<file path="src/rtl/logic_unit_pkg.sv">
// Shared definitions for the pipelined logic unit.
// Op encodings and the result flag bundle.
package logic_unit_pkg;

    localparam int SEL_W = 3;

    localparam logic [SEL_W-1:0] OP_AND  = 3'd0;
    localparam logic [SEL_W-1:0] OP_NAND = 3'd1;
    localparam logic [SEL_W-1:0] OP_OR   = 3'd2;
    localparam logic [SEL_W-1:0] OP_NOR  = 3'd3;
    localparam logic [SEL_W-1:0] OP_XOR  = 3'd4;
    localparam logic [SEL_W-1:0] OP_XNOR = 3'd5;
    localparam logic [SEL_W-1:0] OP_NOTA = 3'd6;
    localparam logic [SEL_W-1:0] OP_NOTB = 3'd7;

    typedef struct packed {
        logic zero;
        logic ones;
        logic parity;
    } flags_t;

endpackage

</file>
<file path="src/rtl/logic_unit_core.sv">
// Combinational bitwise op and result flags.
// Sits between the operand stage and the result stage.
module logic_unit_core
    import logic_unit_pkg::*;
#(
    parameter int WIDTH = 64
) (
    input  logic [WIDTH-1:0] op_a,
    input  logic [WIDTH-1:0] op_b,
    input  logic [SEL_W-1:0] sel,
    output logic [WIDTH-1:0] res,
    output flags_t           flags
);

    always_comb begin
        res = '0;
        unique case (sel)
            OP_AND:  res = op_a & op_b;
            OP_NAND: res = ~(op_a & op_b);
            OP_OR:   res = op_a | op_b;
            OP_NOR:  res = ~(op_a | op_b);
            OP_XOR:  res = op_a ^ op_b;
            OP_XNOR: res = ~(op_a ^ op_b);
            OP_NOTA: res = ~op_a;
            OP_NOTB: res = ~op_b;
        endcase
    end

    always_comb begin
        flags        = '0;
        flags.zero   = ~|res;
        flags.ones   = &res;
        flags.parity = ^res;
    end

endmodule

</file>
<file path="src/rtl/logic_unit_pipe.sv">
// Two-stage pipelined logic unit with valid/ready handshake,
// accumulate mode and a completed-result counter.
module logic_unit_pipe
    import logic_unit_pkg::*;
#(
    parameter int WIDTH = 64,
    parameter int CNT_W = 16
) (
    input  logic             clk,
    input  logic             rst_n,
    input  logic             in_valid,
    output logic             in_ready,
    input  logic [WIDTH-1:0] in_0,
    input  logic [WIDTH-1:0] in_1,
    input  logic [SEL_W-1:0] sel,
    input  logic             acc_en,
    input  logic             acc_clr,
    output logic             out_valid,
    input  logic             out_ready,
    output logic [WIDTH-1:0] out,
    output logic             zero,
    output logic             ones,
    output logic             parity,
    output logic [CNT_W-1:0] result_count
);

    logic             s1_valid;
    logic [WIDTH-1:0] s1_a;
    logic [WIDTH-1:0] s1_b;
    logic [SEL_W-1:0] s1_sel;
    logic             s1_acc_en;

    logic [WIDTH-1:0] acc;
    logic [WIDTH-1:0] op_a;
    logic [WIDTH-1:0] res;
    flags_t           flags;

    logic s2_adv;
    logic s1_adv;
    logic s12_xfer;
    logic out_xfer;

    // Ready chains backwards through both stages without a register loop.
    assign s2_adv   = !out_valid | out_ready;
    assign s1_adv   = !s1_valid | s2_adv;
    assign in_ready = s1_adv;
    assign s12_xfer = s1_valid & s2_adv;
    assign out_xfer = out_valid & out_ready;

    assign op_a = s1_acc_en ? acc : s1_a;

    always_ff @(posedge clk or negedge rst_n) begin
        if (!rst_n) begin
            s1_valid  <= 1'b0;
            s1_a      <= '0;
            s1_b      <= '0;
            s1_sel    <= OP_AND;
            s1_acc_en <= 1'b0;
        end else if (s1_adv) begin
            s1_valid <= in_valid;
            if (in_valid) begin
                s1_a      <= in_0;
                s1_b      <= in_1;
                s1_sel    <= sel;
                s1_acc_en <= acc_en;
            end
        end
    end

    logic_unit_core #(
        .WIDTH (WIDTH)
    ) u_core (
        .op_a  (op_a),
        .op_b  (s1_b),
        .sel   (s1_sel),
        .res   (res),
        .flags (flags)
    );

    always_ff @(posedge clk or negedge rst_n) begin
        if (!rst_n) begin
            out_valid <= 1'b0;
            out       <= '0;
            zero      <= 1'b1;
            ones      <= 1'b0;
            parity    <= 1'b0;
        end else if (s2_adv) begin
            out_valid <= s1_valid;
            if (s1_valid) begin
                out    <= res;
                zero   <= flags.zero;
                ones   <= flags.ones;
                parity <= flags.parity;
            end
        end
    end

    // A clear coincident with a transfer wins; that beat already used old acc.
    always_ff @(posedge clk or negedge rst_n) begin
        if (!rst_n) begin
            acc <= '0;
        end else if (acc_clr) begin
            acc <= '0;
        end else if (s12_xfer) begin
            acc <= res;
        end
    end

    always_ff @(posedge clk or negedge rst_n) begin
        if (!rst_n) begin
            result_count <= '0;
        end else if (out_xfer) begin
            result_count <= result_count + 1'b1;
        end
    end

endmodule

</file>
<file path="config.mk">
export PLATFORM = sky130hd
export DESIGN_NAME = logic_unit_pipe
export DESIGN_NICKNAME = d
export VERILOG_FILES = /design/src/rtl/logic_unit_pkg.sv /design/src/rtl/logic_unit_core.sv /design/src/rtl/logic_unit_pipe.sv
export SDC_FILE = /design/constraint.sdc
export NUM_CORES = 1
export LEC_CHECK = 0
export ABC_CLOCK_PERIOD_IN_PS = 4180
export BUFFER_PORTS_ARGS = -buffer_cell sky130_fd_sc_hd__buf_2
export CAP_MARGIN = 30
export CORE_ASPECT_RATIO = 0.5
export CORE_MARGIN = 2
export CORE_UTILIZATION = 60
export DETAILED_ROUTE_END_ITERATION = 10
export HOLD_SLACK_MARGIN = 0.12
export PLACE_DENSITY = 0.82
export SYNTH_ARGS = -nofsm -noshare
export SYNTH_HDL_FRONTEND = slang
export SYNTH_SLANG_ARGS = --single-unit
</file>
<file path="constraint.sdc">
create_clock -name clk -period 4.18 [get_ports clk]
set_clock_uncertainty 0.1 [all_clocks]
set_input_delay 0.418 -clock clk [delete_from_list [all_inputs] [get_ports clk]]
set_output_delay 0.418 -clock clk [all_outputs]
set_load 0.05 [all_outputs]
</file>
; ---- Word-level counts from Yosys, hierarchy flattened
; Index checks and enable logic that the tools add are counted.
[classes]
add_sub_neg = 1
n_eq_ne = 7
n_mux = 4
bitwise = 12
n_reduce_logical = 10
[ops]
columns = cell, n
row1 = one-hot mux 64 bit (8 select lines), 1
row2 = NOT 64 bit, 5
row3 = 2-to-1 mux 64 bit, 3
row4 = bitwise AND 64 bit, 1
row5 = OR 64 bit, 1
row6 = AND reduction 64 bit, 1
row7 = OR reduction 64 bit, 1
row8 = parity 64 bit, 1
row9 = bitwise XOR 64 bit, 1
row10 = adder 16 x 1 -> 16 bit (second input constant), 1
row11 = == test 3 bit (second input constant), 4
row12 = == test 3 x 2 -> 1 bit (second input constant), 2
row13 = AND reduction 2 bit, 2
row14 = == test 3 x 1 -> 1 bit (second input constant), 1
row15 = logical NOT 1 bit, 3
row16 = logical NOT 3 bit, 1
row17 = bitwise AND 1 bit, 2
row18 = OR 1 bit, 2
row19 = nonzero test 2 bit, 1
[word_totals]
reg_bits = 281

; ---- Logic depth before layout (Yosys ltp)
[logic_depth]
depth_word = 6
depth_mapped = 17
mapped_depth_nobuf = 15

; ---- Modules after synthesis
; From an unflattened synthesis, not the netlist that was laid out.
[unflattened]
cells_unflattened = 1995
hier_area_um2 = 19500.0
[by_module_without_submodules]
columns = mod, n_inst, cells_each, area_each_um2, seq_area_each_um2
row1 = logic_unit_pipe, 1, 902, 11811.3, 7033.0
row2 = logic_unit_core, 1, 1093, 7688.6, 0.0

; ---- Worst setup path before layout
; No wires, ideal clock.
[synth_path]
kind = register to register
startpoint = register s1_acc_en
endpoint = register parity
setup_ps = 136
t_arrival_ps = 3180
slack_ps = 763
stages_incl_launch_ff = 18
cell_sequence = dfrtp_1 > buf_6 > buf_6 > mux2_2 > inv_1 > ha_1 > nor2b_1 > a211o_1 > a31oi_1 > o21ai_0 > o311a_1 > ha_1 > xnor2_1 > xnor2_1 > xnor2_1 > xnor2_1 > xnor2_1 > o21ai_0
[synth_via]
elab_chain_len = 5
[synth_rtl]
columns = item, line
row1 = from (decl), logic_unit_pipe.sv:31  ; logic s1_acc_en;
row2 = from (signal assigned), logic_unit_pipe.sv:65  ; s1_acc_en <= acc_en;
row3 = 2-to-1 mux 64 bit *, logic_unit_pipe.sv:50  ; assign op_a = s1_acc_en ? acc : s1_a;
row4 = "bitwise XOR 64 bit, or another cell as far along", "logic_unit_core.sv:22, logic_unit_core.sv:23"
row5 = "NOT 64 bit, on equally long branches", "logic_unit_core.sv:23, logic_unit_core.sv:19, logic_unit_core.sv:21"
row6 = one-hot mux 64 bit (8 select lines) *, logic_unit_core.sv:17  ; unique case (sel)
row7 = parity 64 bit *, logic_unit_core.sv:33  ; flags.parity = ^res;
row8 = to (signal assigned), logic_unit_pipe.sv:93  ; parity <= flags.parity;
row9 = to (decl), logic_unit_pipe.sv:23  ; output logic parity,
; Mark *: on every way between the ends. The rest lies on a longest branch, timed or not.
; A chain may end at the register's enable or synchronous reset.

; ---- Worst setup path in the final report
[layout_path]
startpoint = register s1_acc_en
endpoint = register parity
[layout_via]
elab_chain_len = 5
[layout_rtl]
columns = item, line
row1 = 2-to-1 mux 64 bit *, logic_unit_pipe.sv:50
row2 = "bitwise XOR 64 bit, or another cell as far along", "logic_unit_core.sv:22, logic_unit_core.sv:23"
row3 = "NOT 64 bit, on equally long branches", "logic_unit_core.sv:23, logic_unit_core.sv:19, logic_unit_core.sv:21"
row4 = one-hot mux 64 bit (8 select lines) *, logic_unit_core.sv:17
row5 = named net res[20], logic_unit_pipe.sv:35  ; logic [WIDTH-1:0] res;
row6 = parity 64 bit *, logic_unit_core.sv:33
; Mark *: on every way through the listed nets, which the timed path passes. The rest lies on a longest branch.

==> flow_metrics.tcl <==
set metrics [dict create \
    place_area_mm2 0.02044 \
    num_rows 45 \
    cp_num_buf_inv 2 \
    core_mm2 0.03069 \
    fmax_mhz 252.1 \
    crit_family "XOR/XNOR gates" \
    antenna_found_initial 0 \
    power_frac_comb_pct 53.0 \
    ir_drop_mv 0.4391 \
    crit_slowest_cell "dfrtp_4" \
    synth.most_common_cell "dfrtp_1" \
    pin_count 222 \
    p_seq_share_pct 28.6 \
    dp_hpwl_mm 37.28 \
    hold_path.class "in -> reg" \
    max_stage_delay_ps 610 \
    cp.required_ps 4520 \
    startpoint_type "register" \
    track_usage_pct 33.70 \
    cts_inserted_buffers 25 \
    grt_max_degree 105 \
    crit_top_cell "xnor2_1" \
    r2r-start "s1_acc_en" \
    power.switching_mw 5.796 \
    yosysTopAreaCellShare_pct 37.01 \
    wl_per_cell_um 20.73 \
    cp_max_fo 27 \
    gp_congestion 0.9893 \
    tns_ps 0 \
    grt_pass1_vias 15661 \
    p_clk_share_pct 18.4 \
    start_util_pct 61.70 \
    startpoint "s1_acc_en" \
    postRouteAntennaNets 0 \
    fin_nets 2568 \
    clkSlewWorstSetupHoldPaths_ps 80 \
    rsz0062_at_grt "no" \
    dp_cells 2500 \
    status "finished, final reports clean" \
    final_cell_count_no_fill 2680 \
    vias 16009 \
    drv_slew 0 \
    synth_common_cells "dfrtp_1, nand2_1, inv_1" \
    slew_headroom_pct 41.38 \
    yosysTopAreaCell "dfrtp_1" \
    ys_types 76 \
    holdPathEnd "out_valid" \
    crit_chain "buf_12 -> mux2_2 -> inv_1 -> ha_1 -> nand2b_1 -> o21ai_0 -> a221oi_1 -> a21oi_2 -> ha_1 -> xnor2_1 -> xnor2_1 -> xnor2_1 -> xnor2_1 -> xnor2_1 -> o21ai_0" \
    drt_pass1_iterations 6 \
    synth.yosys.seq_area_share_pct 37.15 \
    htreeDepth 1 \
    p_int_mw 7.423 \
    syn_avg_cell_area_um2 9.886 \
    async_reset_ff_share_pct 100.0 \
    synthTopCellsByArea "dfrtp_1, ha_1, mux2_2, nand2_1, inv_1" \
    n_antenna_cell 0 \
    synth_area_mm2 0.01893 \
    dieArea_mm2 0.03308 \
    synth_cells 1915 \
    ys_warn_count 0 \
    synth_edf_count 0 \
    grt_pass1_wl_mm 86.64 \
    fp.dieH_um 129.6 \
    cap_viol_max_count 0 \
    io_buffers 221 \
    reg2regPathDepth 15 \
    hold_depth 3 \
    hp-start "out_ready" \
    cts_root_buf "clkbuf_16" \
    power_mw 13.22 \
    powerDensity_mw_per_mm2 584.3 \
    synth_nets 2245 \
    worstSkewPairLatency_ps 570 \
    fin_crit_sh_pct 94.90 \
    vias_per_cell 5.974 \
    critPathCaptureType "register" \
    cts_tree "done" \
    setup_viol 0 \
    max-clock-path-buffers 3 \
    r2r_setup_slack_ps 210 \
    drc_errors 0 \
    synth-seq-cells 281 \
    fin_crit_ps 3967 \
    final_core_util_pct 73.73 \
    timing.rr.end "parity" \
    hold_violations 0 \
    area_growth_pct 19.50 \
    totalWireLength_mm 55.56 \
    p_leak_nw 11.24 \
    critPathKind "reg -> reg" \
    layout-drive-gt1-share_pct 26.27 \
    fp.dieW_um 255.2 \
    finalInstanceArea_mm2 0.02262 \
    drtIter0Drc 1868 \
    worst_slew_pin_slew_ps 879.4 \
    synth_ff_type "dfrtp_1" \
    grt_overflow 0 \
    crit_arrival_ps 4310 \
    numClockSinks 281 \
    sw_frac_of_total_pct 43.85 \
]
-- worst max path at each step --
stage | endpoint | slack, ps | depth (start not counted)
floorplan | parity | 760 | 17
global placement | parity | 350 | 14
detailed placement | parity | 290 | 15
CTS | parity | 240 | 15
global route | parity | 50 | 16
finish | parity | 210 | 15
-- cell families (layout without fill, tap and decap cells) --
kind of cell	Yosys count	in the layout	synth area share (%)
flip-flops	281	281	37.15
AND/OR/NAND/NOR	448	448	10.42
AO/OA/AOI/OAI	359	359	14.61
buffers and inverters	324	666	8.017
XOR/XNOR	99	99	4.580
adder cells (fa/ha/maj)	193	193	12.76
multiplexers	211	211	12.47
-- timing repair --
action,in CTS,in global routing
gates resized for setup,0,2
buffers inserted,0,0
endpoints found under the hold margin,234,0
hold buffers,134,0
endpoints found under the setup margin,0,1
-- layout make-up --
class	count	area, um2
clock inverters	12	132.6
multi-input cells	1310	10400
fillers	2042	8061
repair buffers	418	3059
well taps	423	529.3
clock buffers	34	699.4
inverters	202	758.2
flip-flops and latches	281	7048
-- worst min-delay path: stages --
cell	delay, ps
buf_2	100
nand2b_1	210
nand2b_1	80
-- through the flow --
step	setup slack, ps	hold slack, ps
after global routing	45.68	201.2
after global placement	352.0	347.0
after CTS	241.1	129.9
final	213.0	192.4
after floorplan	763.4	22.41
after detailed placement	291.0	346.3
-- routing by layer --
layer / global-route usage (%) / wire length, um / vias up
li1: - / - / 7205
met1: 45.79 / 22610 / 7805
met2: 55.04 / 25820 / 828
met3: 5.846 / 5150 / 171
met4: 11.52 / 1971 / 0
met5: 0 / 0 / -
-- power groups by stage --
stage | sequential [mW] | clock, mW | combinational, mW
after floorplan | 4.53 | 0 | 4.30
after detailed placement | 3.79 | 0 | 6.72
final | 3.78 | 2.43 | 7.01
after CTS | 3.75 | 2.43 | 6.86
after global routing | 3.83 | 2.56 | 7.52
after global placement | 3.77 | 0 | 6.58
-- cells in the final DEF (no fill, tap or decap), drive strengths merged, types with 4 or more instances in the layout --
cell type,n
dfrtp,280
a221oi,45
nand3b,4
ha,193
a211o,5
buf,284
inv,208
xnor2,64
o221a,5
a31o,5
a32o,8
o22a,4
nand2b,33
dlygate4sd3,134
xor2,35
nor4,4
clkbuf,34
a21oi,118
o221ai,7
o22ai,43
mux2i,33
nor2b,9
nand4,20
clkinv,4
o21ai,26
o32ai,16
a211oi,14
nor3,10
nand3,11
a21o,25
a2bb2oi,5
a22oi,11
mux2,176
nand2,222
nor2,124
a31oi,5
-- state kept, by name, summed over array words and instances, names as in the netlist --
register / flops
acc: 64
out: 64
s1_a: 64
s1_b: 64
result_count: 16
s1_sel: 3
ones: 1
out_valid: 1
parity: 1
s1_acc_en: 1
s1_valid: 1
zero: 1
No activity file was read; power rests on OpenSTA's default activity.
